### config.mk
export PLATFORM = sky130hd
export DESIGN_NAME = fetch_unit
export DESIGN_NICKNAME = d
export VERILOG_FILES = /design/src/rtl/fetch_unit.sv
export SDC_FILE = /design/constraint.sdc
export NUM_CORES = 1
export LEC_CHECK = 0
export BUFFER_PORTS_ARGS = -buffer_cell sky130_fd_sc_hd__buf_2
export CAP_MARGIN = 20
export CELL_PAD_IN_SITES_DETAIL_PLACEMENT = 1
export CELL_PAD_IN_SITES_GLOBAL_PLACEMENT = 1
export CORE_ASPECT_RATIO = 1.2
export CORE_MARGIN = 1.5
export CORE_UTILIZATION = 30
export DETAILED_ROUTE_END_ITERATION = 8
export HOLD_SLACK_MARGIN = 0.02
export PLACE_DENSITY = 0.8
export REMOVE_ABC_BUFFERS = 1
export SYNTH_ARGS = -nofsm -noshare
export SYNTH_HDL_FRONTEND = slang
export SYNTH_SLANG_ARGS = --single-unit
### constraint.sdc
create_clock -name clk -period 3.2 [get_ports clk]
set_clock_uncertainty 0.15 [all_clocks]
set_input_delay 0.48 -clock clk [delete_from_list [all_inputs] [get_ports clk]]
set_output_delay 0.48 -clock clk [all_outputs]
set_load 0.02 [all_outputs]
### src/rtl/fetch_unit.sv
// -----------------------------------------------------------------------------
// fetch_unit
//
// Instruction-fetch stage. It issues one instruction-memory request at a time,
// captures the response into the IF/ID pipeline register, and computes the
// next PC for the external program counter register. The unit also handles
// decode back-pressure through a one-entry skid register, and handles
// execute-stage redirects: it flushes IF/ID and drops a response that is
// still in flight.
//
// Ports
//   clk            : clock, all state updates on the rising edge
//   reset          : synchronous, active-high reset
//   pc_in          : current PC from the program counter register
//   pc_next        : combinational next PC to the program counter register
//   imem_req_valid : instruction-memory request valid
//   imem_req_ready : instruction memory accepts the request this cycle
//   imem_req_addr  : request address
//   imem_rsp_valid : response valid
//   imem_rsp_data  : response instruction word
//   branch_taken   : redirect and flush request from execute
//   branch_target  : redirect address
//   id_stall       : decode stall, holds IF/ID
//   ifid_valid     : IF/ID entry valid
//   ifid_pc        : PC of the IF/ID instruction
//   ifid_instr     : IF/ID instruction word (NOP_INSTR when empty)
// -----------------------------------------------------------------------------
module fetch_unit #(
    parameter logic [31:0] NOP_INSTR = 32'h0000_0013
) (
    input  logic        clk,
    input  logic        reset,
    input  logic [63:0] pc_in,
    output logic [63:0] pc_next,
    output logic        imem_req_valid,
    input  logic        imem_req_ready,
    output logic [63:0] imem_req_addr,
    input  logic        imem_rsp_valid,
    input  logic [31:0] imem_rsp_data,
    input  logic        branch_taken,
    input  logic [63:0] branch_target,
    input  logic        id_stall,
    output logic        ifid_valid,
    output logic [63:0] ifid_pc,
    output logic [31:0] ifid_instr
);

    typedef enum logic [2:0] {
        S_IDLE  = 3'd0,
        S_REQ   = 3'd1,
        S_WAIT  = 3'd2,
        S_HOLD  = 3'd3,
        S_DRAIN = 3'd4
    } state_t;

    state_t      state_q, state_d;
    logic [63:0] fetch_pc_q, fetch_pc_d;
    logic [31:0] skid_q, skid_d;
    logic        ifid_valid_q, ifid_valid_d;
    logic [63:0] ifid_pc_q, ifid_pc_d;
    logic [31:0] ifid_instr_q, ifid_instr_d;

    logic        handshake;
    logic        adv_wait;
    logic        adv_hold;
    logic        advance;
    logic [63:0] pc_next_raw;
    logic        req_valid_raw;

    // A redirect always wins over an advance. Any instruction that would have
    // advanced in the same cycle belongs to the wrong path.
    assign handshake = (state_q == S_REQ) && imem_req_ready;
    assign adv_wait  = (state_q == S_WAIT) && imem_rsp_valid && !id_stall && !branch_taken;
    assign adv_hold  = (state_q == S_HOLD) && !id_stall && !branch_taken;
    assign advance   = adv_wait || adv_hold;

    // The request address is simply the current PC. It is only meaningful
    // while imem_req_valid is high.
    assign imem_req_addr = pc_in;

    // Next-state and next-PC logic
    always_comb begin
        state_d       = state_q;
        fetch_pc_d    = fetch_pc_q;
        skid_d        = skid_q;
        ifid_valid_d  = ifid_valid_q;
        ifid_pc_d     = ifid_pc_q;
        ifid_instr_d  = ifid_instr_q;
        req_valid_raw = (state_q == S_REQ);

        // The adder is 64 bits wide, so it wraps from ...FFFC to 0 on its own.
        if (branch_taken) begin
            pc_next_raw = branch_target;
        end else if (advance) begin
            pc_next_raw = fetch_pc_q + 64'd4;
        end else begin
            pc_next_raw = pc_in;
        end

        case (state_q)
            S_IDLE: begin
                state_d = S_REQ;
            end
            S_REQ: begin
                if (handshake) begin
                    fetch_pc_d = pc_in;
                    // A request accepted together with a redirect is on the
                    // wrong path. Its response must still be absorbed.
                    state_d    = branch_taken ? S_DRAIN : S_WAIT;
                end
            end
            S_WAIT: begin
                if (branch_taken) begin
                    // If the stale beat arrives in the redirect cycle, there is
                    // nothing left to drain.
                    state_d = imem_rsp_valid ? S_REQ : S_DRAIN;
                end else if (imem_rsp_valid) begin
                    if (id_stall) begin
                        skid_d  = imem_rsp_data;
                        state_d = S_HOLD;
                    end else begin
                        state_d = S_REQ;
                    end
                end
            end
            S_HOLD: begin
                if (branch_taken || !id_stall) begin
                    state_d = S_REQ;
                end
            end
            S_DRAIN: begin
                if (imem_rsp_valid) begin
                    state_d = S_REQ;
                end
            end
            default: begin
                state_d = S_IDLE;
            end
        endcase

        // A redirect discards whatever the skid register was parked on.
        if (branch_taken) begin
            skid_d = 32'd0;
        end

        // IF/ID update, highest priority first: flush, advance, bubble, hold.
        if (branch_taken) begin
            ifid_valid_d = 1'b0;
            ifid_instr_d = NOP_INSTR;
        end else if (advance) begin
            ifid_valid_d = 1'b1;
            ifid_pc_d    = fetch_pc_q;
            ifid_instr_d = adv_wait ? imem_rsp_data : skid_q;
        end else if (!id_stall) begin
            ifid_valid_d = 1'b0;
            ifid_instr_d = NOP_INSTR;
        end
    end

    // While reset is high the PC register is steered to 0, and no request is
    // offered to memory.
    assign pc_next        = reset ? 64'd0 : pc_next_raw;
    assign imem_req_valid = reset ? 1'b0 : req_valid_raw;

    always_ff @(posedge clk) begin
        if (reset) begin
            state_q      <= S_IDLE;
            fetch_pc_q   <= 64'd0;
            skid_q       <= 32'd0;
            ifid_valid_q <= 1'b0;
            ifid_pc_q    <= 64'd0;
            ifid_instr_q <= NOP_INSTR;
        end else begin
            state_q      <= state_d;
            fetch_pc_q   <= fetch_pc_d;
            skid_q       <= skid_d;
            ifid_valid_q <= ifid_valid_d;
            ifid_pc_q    <= ifid_pc_d;
            ifid_instr_q <= ifid_instr_d;
        end
    end

    assign ifid_valid = ifid_valid_q;
    assign ifid_pc    = ifid_pc_q;
    assign ifid_instr = ifid_instr_q;

endmodule
==> results_dict.tcl, run 1 <==
set metrics [dict create \
    hold_class "in2reg" \
    clk_latency_ns 0.46 \
    syn_area_mm2 0.0110 \
    die_w_um 177 \
    synth_cell_types 65 \
    drive_above_1_share 0.383 \
    htreeDepth 4 \
    wl_per_cell_um 20.8 \
    design.portCount 392 \
    synthFlopType "dfxtp_1" \
    num_rows 76 \
    tightest_slew_ns 0.909 \
    synthTopCellsByArea "dfxtp_1 (36%), nand2_1 (13%), a21oi_1 (8.8%)" \
    synth-seq-cells 196 \
    critical_path_class "reg2out" \
    reg2reg_depth 7 \
    syn_to_final_growth_pct 35.9 \
    cts_hold_buf 0 \
    hold_start "imem_rsp_data[27]" \
    vias 12300 \
    path_clk_slew_ns 0.09 \
    start_util 0.305 \
    synth_top_area_cell "dfxtp_1" \
    multi_input_area_mm2 0.00643 \
    ys_top_cells_by_count "nand2_1 (374), dfxtp_1 (196), a21oi_1 (192)" \
    r2r_start "state_q[1]" \
    dp_hpwl_um 34900 \
    worst_slack_ns -0.211 \
    setup_violations 24 \
    n_antenna_cell 0 \
    synthMostInstantiatedCell "nand2_1" \
    ir_drop_uv 378 \
    cts_made_buffers 17 \
    async_flop_share 0 \
    fp.dieH_um 212 \
    post-place-ws_ns -0.0680 \
    grt_max_degree 112 \
    worstPathArrival_ns 2.78 \
    startpoint_type "register" \
    synthCells 1485 \
    min_delay_path_depth 3 \
    cts_tree "built" \
    firstDrtPassIters 5 \
    violations "setup timing" \
    hold_end "skid_q[27]" \
    max_slew_margin 0.394 \
    powerDensity_mw_per_mm2 387 \
    grt_pass1_wl_um 70500 \
    routed_wl_um 48000 \
    maxSlewViolCount 0 \
    seq_area_frac_synth 0.358 \
    yosysTopAreaCellShare 0.358 \
    drc 0 \
    min_period_over_period 1.07 \
    finalPower_mw 5.76 \
    hold_viol_final 0 \
    r2r-end "ifid_instr[24]" \
    dieArea_mm2 0.0377 \
    ys_warn_count 0 \
    root_buffer "clkbuf_16" \
    synth_edf_count 0 \
    grtUsageTotal 0.242 \
    fp.coreArea_mm2 0.0359 \
    nNetsFinal 1997 \
    cp_max_fo 4 \
    post-route-min-period_ns 3.41 \
    clk_path_buf_depth 2 \
    drt-initial-drc-count 619 \
    seqCellArea_mm2 0.00397 \
    ant_nets 0 \
    grt-ovfl-total 0 \
    final_cells 2311 \
    regToRegSetupSlack_ns 0.89 \
    io_buffers 391 \
    required_ns 2.57 \
    routabilityCongestion 0.856 \
    rsz0062_at_grt "yes" \
    routed_via_density 5.34 \
    synth.avg_cell_area_um2 7.38 \
    max_freq_mhz 293 \
    dp_cells 2248 \
    antenna_found_initial 4 \
    leakage_nw 6.18 \
    status "complete, but fails checks" \
    drv_cap 0 \
    fill_cells 4489 \
    grt_pass1_vias 12300 \
    clock_sinks 196 \
    crit_path_end_kind "output pin" \
]
==> cell type report <==
cell class / count / area share
inverter: 19 / 0.00479
clock buffer: 18 / 0.0295
timing repair buffer: 526 / 0.219
multi-input combinational: 1070 / 0.432
clock inverter: 14 / 0.00949
sequential: 196 / 0.266
tap: 468 / 0.0393
==> cells in the final DEF (no fill, tap or decap), drive strengths merged, types with 8 or more instances in the layout <==
cell,synthesis,final
xor2,17,17
mux2,36,36
nor3,33,33
a22oi,32,32
o22ai,17,17
clkbuf,102,20
or3,8,8
nor4,29,29
a32oi,10,10
xnor2,24,24
buf,98,524
nand4,32,32
nor2b,12,12
o21ai,29,29
and3,10,10
a31oi,10,10
nand3,28,28
nor2,62,62
nand3b,19,19
inv,19,26
dfxtp,196,196
nor3b,14,14
nand2,374,374
a21oi,192,192
==> how the worst max path moves through the flow <==
stage / from / end / slack, ns
floorplan: branch_taken / pc_next[24] / -5.76
global placement: imem_rsp_valid / pc_next[0] / -0.08
detailed placement: imem_rsp_valid / pc_next[0] / -0.07
CTS: fetch_pc_q[17] / pc_next[42] / -0.21
global route: fetch_pc_q[17] / pc_next[42] / -0.31
finish: fetch_pc_q[15] / pc_next[42] / -0.21
==> kinds of logic (layout without fill, tap and decap cells) <==
group	count (synthesis)	count (layout)	share of synthesized area
AND/OR/NAND/NOR	650	650	0.283
AO/OA/AOI/OAI	335	335	0.182
buffers and inverters	219	577	0.100
flip-flops	196	196	0.358
multiplexers	43	43	0.0434
XOR/XNOR	41	41	0.0328
adder cells (fa/ha/maj)	1	1	0.00114
==> what timing repair did <==
action | in CTS | in global routing
endpoints found under the setup margin | 61 | 43
gates resized for setup | 68 | 100
pin swaps | 27 | 32
hold endpoints to repair | 0 | 0
cloned | 0 | 2
buffers inserted | 11 | 18
==> layer usage <==
layer  part of all wire  wire length, µm  GRT usage  vias up
met5            0.00096               46          0        -
met4              0.027             1300     0.0866        8
met3              0.056             2680     0.0402       73
met2               0.51            24400      0.436      430
met1               0.41            19700      0.286     6061
li1                   -                -          -     5760
==> state kept, by name (all words and copies together), names as in the netlist <==
name	flops
ifid_instr	32
skid_q	32
ifid_pc	64
state_q	3
ifid_valid	1
fetch_pc_q	64
==> stage by stage <==
stage | hold WS [ns] | setup TNS, ns | utilization | area (µm²)
floorplan | 0.281 | -546.47 | - | 9930
global placement | 0.288 | -0.276 | 0.373 | 13400
detailed placement | 0.297 | -0.217 | 0.373 | 13400
CTS | 0.111 | -2.11 | 0.398 | 14300
global route | 0.123 | -4.86 | 0.414 | 14900
finish | 0.131 | -2.53 | 0.414 | 14900
==> power by group <==
| group | internal, mW | leakage [nW] | switching, mW | total, mW |
|---|---|---|---|---|
| combinational | 0.368 | 4.30 | 0.613 | 0.981 |
| sequential | 2.49 | 1.60 | 0.0672 | 2.56 |
| clock | 1.12 | 0.278 | 1.09 | 2.22 |
| total | 3.98 | 6.18 | 1.78 | 5.76 |
==> worst max-delay path, stage by stage (launching register included) <==
cell and delay [ns]:
dfxtp_2 0.35, nand4_1 0.12, buf_4 0.17, or4_4 0.60, buf_6 0.17, nor4_4 0.21, xnor2_1 0.14, a2111oi_1 0.32
buf_2 0.25
Note: power is estimated with default switching activity, not from simulation.
==> run 2: changes to the inputs <==
- CELL_PAD_IN_SITES_GLOBAL_PLACEMENT: 1 -> 2
- CORE_UTILIZATION: 30 -> 27
- PLACE_DENSITY: 0.8 -> 0.9
- SKIP_LAST_GASP: unset -> 1
==> results_dict.tcl, run 2 (synthesized netlist as in run 1, its figures left out) <==
set metrics [dict create \
    status "complete, but fails checks" \
    violations "setup timing" \
    fin_setup_tns_ns -1.84 \
    antenna_found_initial 5 \
    leakage_nw 6.37 \
    root_buffer "clkbuf_16" \
    max_freq_mhz 296 \
    io_buffers 391 \
    vias 12300 \
    dieArea_mm2 0.0418 \
    min_period_over_period 1.05 \
    firstDrtPassIters 4 \
    seqCellArea_mm2 0.00399 \
    grt-ovfl-total 0 \
    design.portCount 392 \
    routed_wl_um 48900 \
    num_rows 80 \
    critPathSlowestCell "or4_4" \
    cts_made_buffers 17 \
    startpoint_type "register" \
    critical_path_class "reg2out" \
    powerDensity_mw_per_mm2 389 \
    nNetsFinal 2007 \
    hold_viol_final 0 \
    tightest_slew_ns 0.730 \
    worst_slack_ns -0.174 \
    cp_max_fo 4 \
    path_buf_inv 4 \
    cts_tree "built" \
    cp_slowest_stage_delay_ns 0.57 \
    syn_to_final_growth_pct 39.6 \
    hold_slack_ns 0.114 \
    setup_violations 21 \
    max_slew_margin 0.513 \
    htreeDepth 4 \
    fp.coreArea_mm2 0.0399 \
    drc 0 \
    final_common_cell "nand2_1" \
    fill_cells 4925 \
    post-route-min-period_ns 3.37 \
    multi_input_area_mm2 0.00656 \
    start_util 0.274 \
    grt_pass1_wl_um 73800 \
    grt_pass1_vias 12400 \
    routed_via_density 5.13 \
    die_w_um 187 \
    drt-initial-drc-count 541 \
    cp_cell_sequence "nand4_1, buf_4, or4_4, buf_6, nor4_4, buf_4, nor4b_1, a211o_1, buf_6" \
    maxSlewViolCount 0 \
    ant_nets 0 \
    post-route-util 0.383 \
    hold_class "in2reg" \
    ir_drop_uv 361 \
    routabilityCongestion 0.855 \
    cp_top_family "simple AND/OR/NAND/NOR gates" \
    drive_above_1_share 0.396 \
    grt_max_degree 71 \
    grtUsageTotal 0.228 \
    clk_latency_ns 0.46 \
    wl_per_cell_um 20.5 \
    final_cell_mix "nand2_1 (372), buf_2 (362), a21oi_1 (189), dfxtp_1 (155), buf_4 (143)" \
    worstPathArrival_ns 2.74 \
    clk_path_buf_depth 2 \
    dp_hpwl_um 35600 \
    fp.dieH_um 224 \
    crit_path_end_kind "output pin" \
    path_clk_slew_ns 0.08 \
    post-place-ws_ns 0.0672 \
    drv_cap 0 \
    required_ns 2.57 \
    rsz0062_at_grt "yes" \
    clock_sinks 196 \
]
run 2: cell count changes in the layout (fill, tap and decap cells not counted), moves of 5 or more:
cell and delta:
buf_2 -6, dfxtp_4 +6, dfxtp_1 -6, nor4_4 +5
buf_4 +12, nor4_1 -6
run 2: power by group:
group / switching (mW) / internal, mW
Clock: 1.05 / 1.36
Sequential: 0.0704 / 2.49
Combinational: 0.612 / 0.363
run 2: area by class of cell:
class | count | area share
diodes | 2 | 0.000327
clock buffers | 19 | 0.0296
clock inverters | 13 | 0.0128
inverters | 19 | 0.00466
multi-input cells | 1070 | 0.429
flip-flops and latches | 196 | 0.261
well taps | 533 | 0.0436
repair buffers | 536 | 0.220
run 2: worst reg2reg max path: stages (launching register included):
cell and delay, ns:
dfxtp_1 0.38, nor2b_1 0.19, nand2_1 0.14, or2_2 0.62, buf_4 0.51, nand2_1 0.14, a21oi_1 0.23
run 2: worst paths after layout:
path                  start        endpoint  slack, ns  cells past startpoint
max          fetch_pc_q[25]     pc_next[47]      -0.17                      9
min               pc_in[38]  fetch_pc_q[38]       0.11                      3
max reg2reg      state_q[0]   fetch_pc_q[5]       0.76                      6
min reg2reg     ifid_pc[40]     ifid_pc[40]       0.30                      2
run 2: what timing repair did:
| action | CTS | global route |
|---|---|---|
| endpoints found under the setup margin | 62 | 42 |
| pin swaps | 61 | 42 |
| hold buffers | 0 | 0 |
| gates resized for setup | 144 | 78 |
| endpoints found under the hold margin | 0 | 0 |
| gates cloned | 3 | 0 |
| buffers inserted | 26 | 21 |
run 2: per-layer routing:
layer | vias to the layer above | routed length [µm] | GRT usage | part of all wire
met5 | - | 33 | 0 | 0.00068
met1 | 5991 | 19800 | 0.263 | 0.41
met4 | 6 | 1000 | 0.0596 | 0.021
met3 | 61 | 2660 | 0.0534 | 0.054
li1 | 5789 | - | - | -
met2 | 407 | 25300 | 0.419 | 0.52
run 2: per-stage QoR:
step | cell area [µm²] | std cells | power, mW
floorplan | 9930 | 1285 | 2.95
CTS | 14900 | 2370 | 5.99
detailed placement | 13400 | 2311 | 3.53
finish | 15300 | 2388 | 5.95
global placement | 13400 | 2311 | 3.51
global route | 15300 | 2386 | 6.21
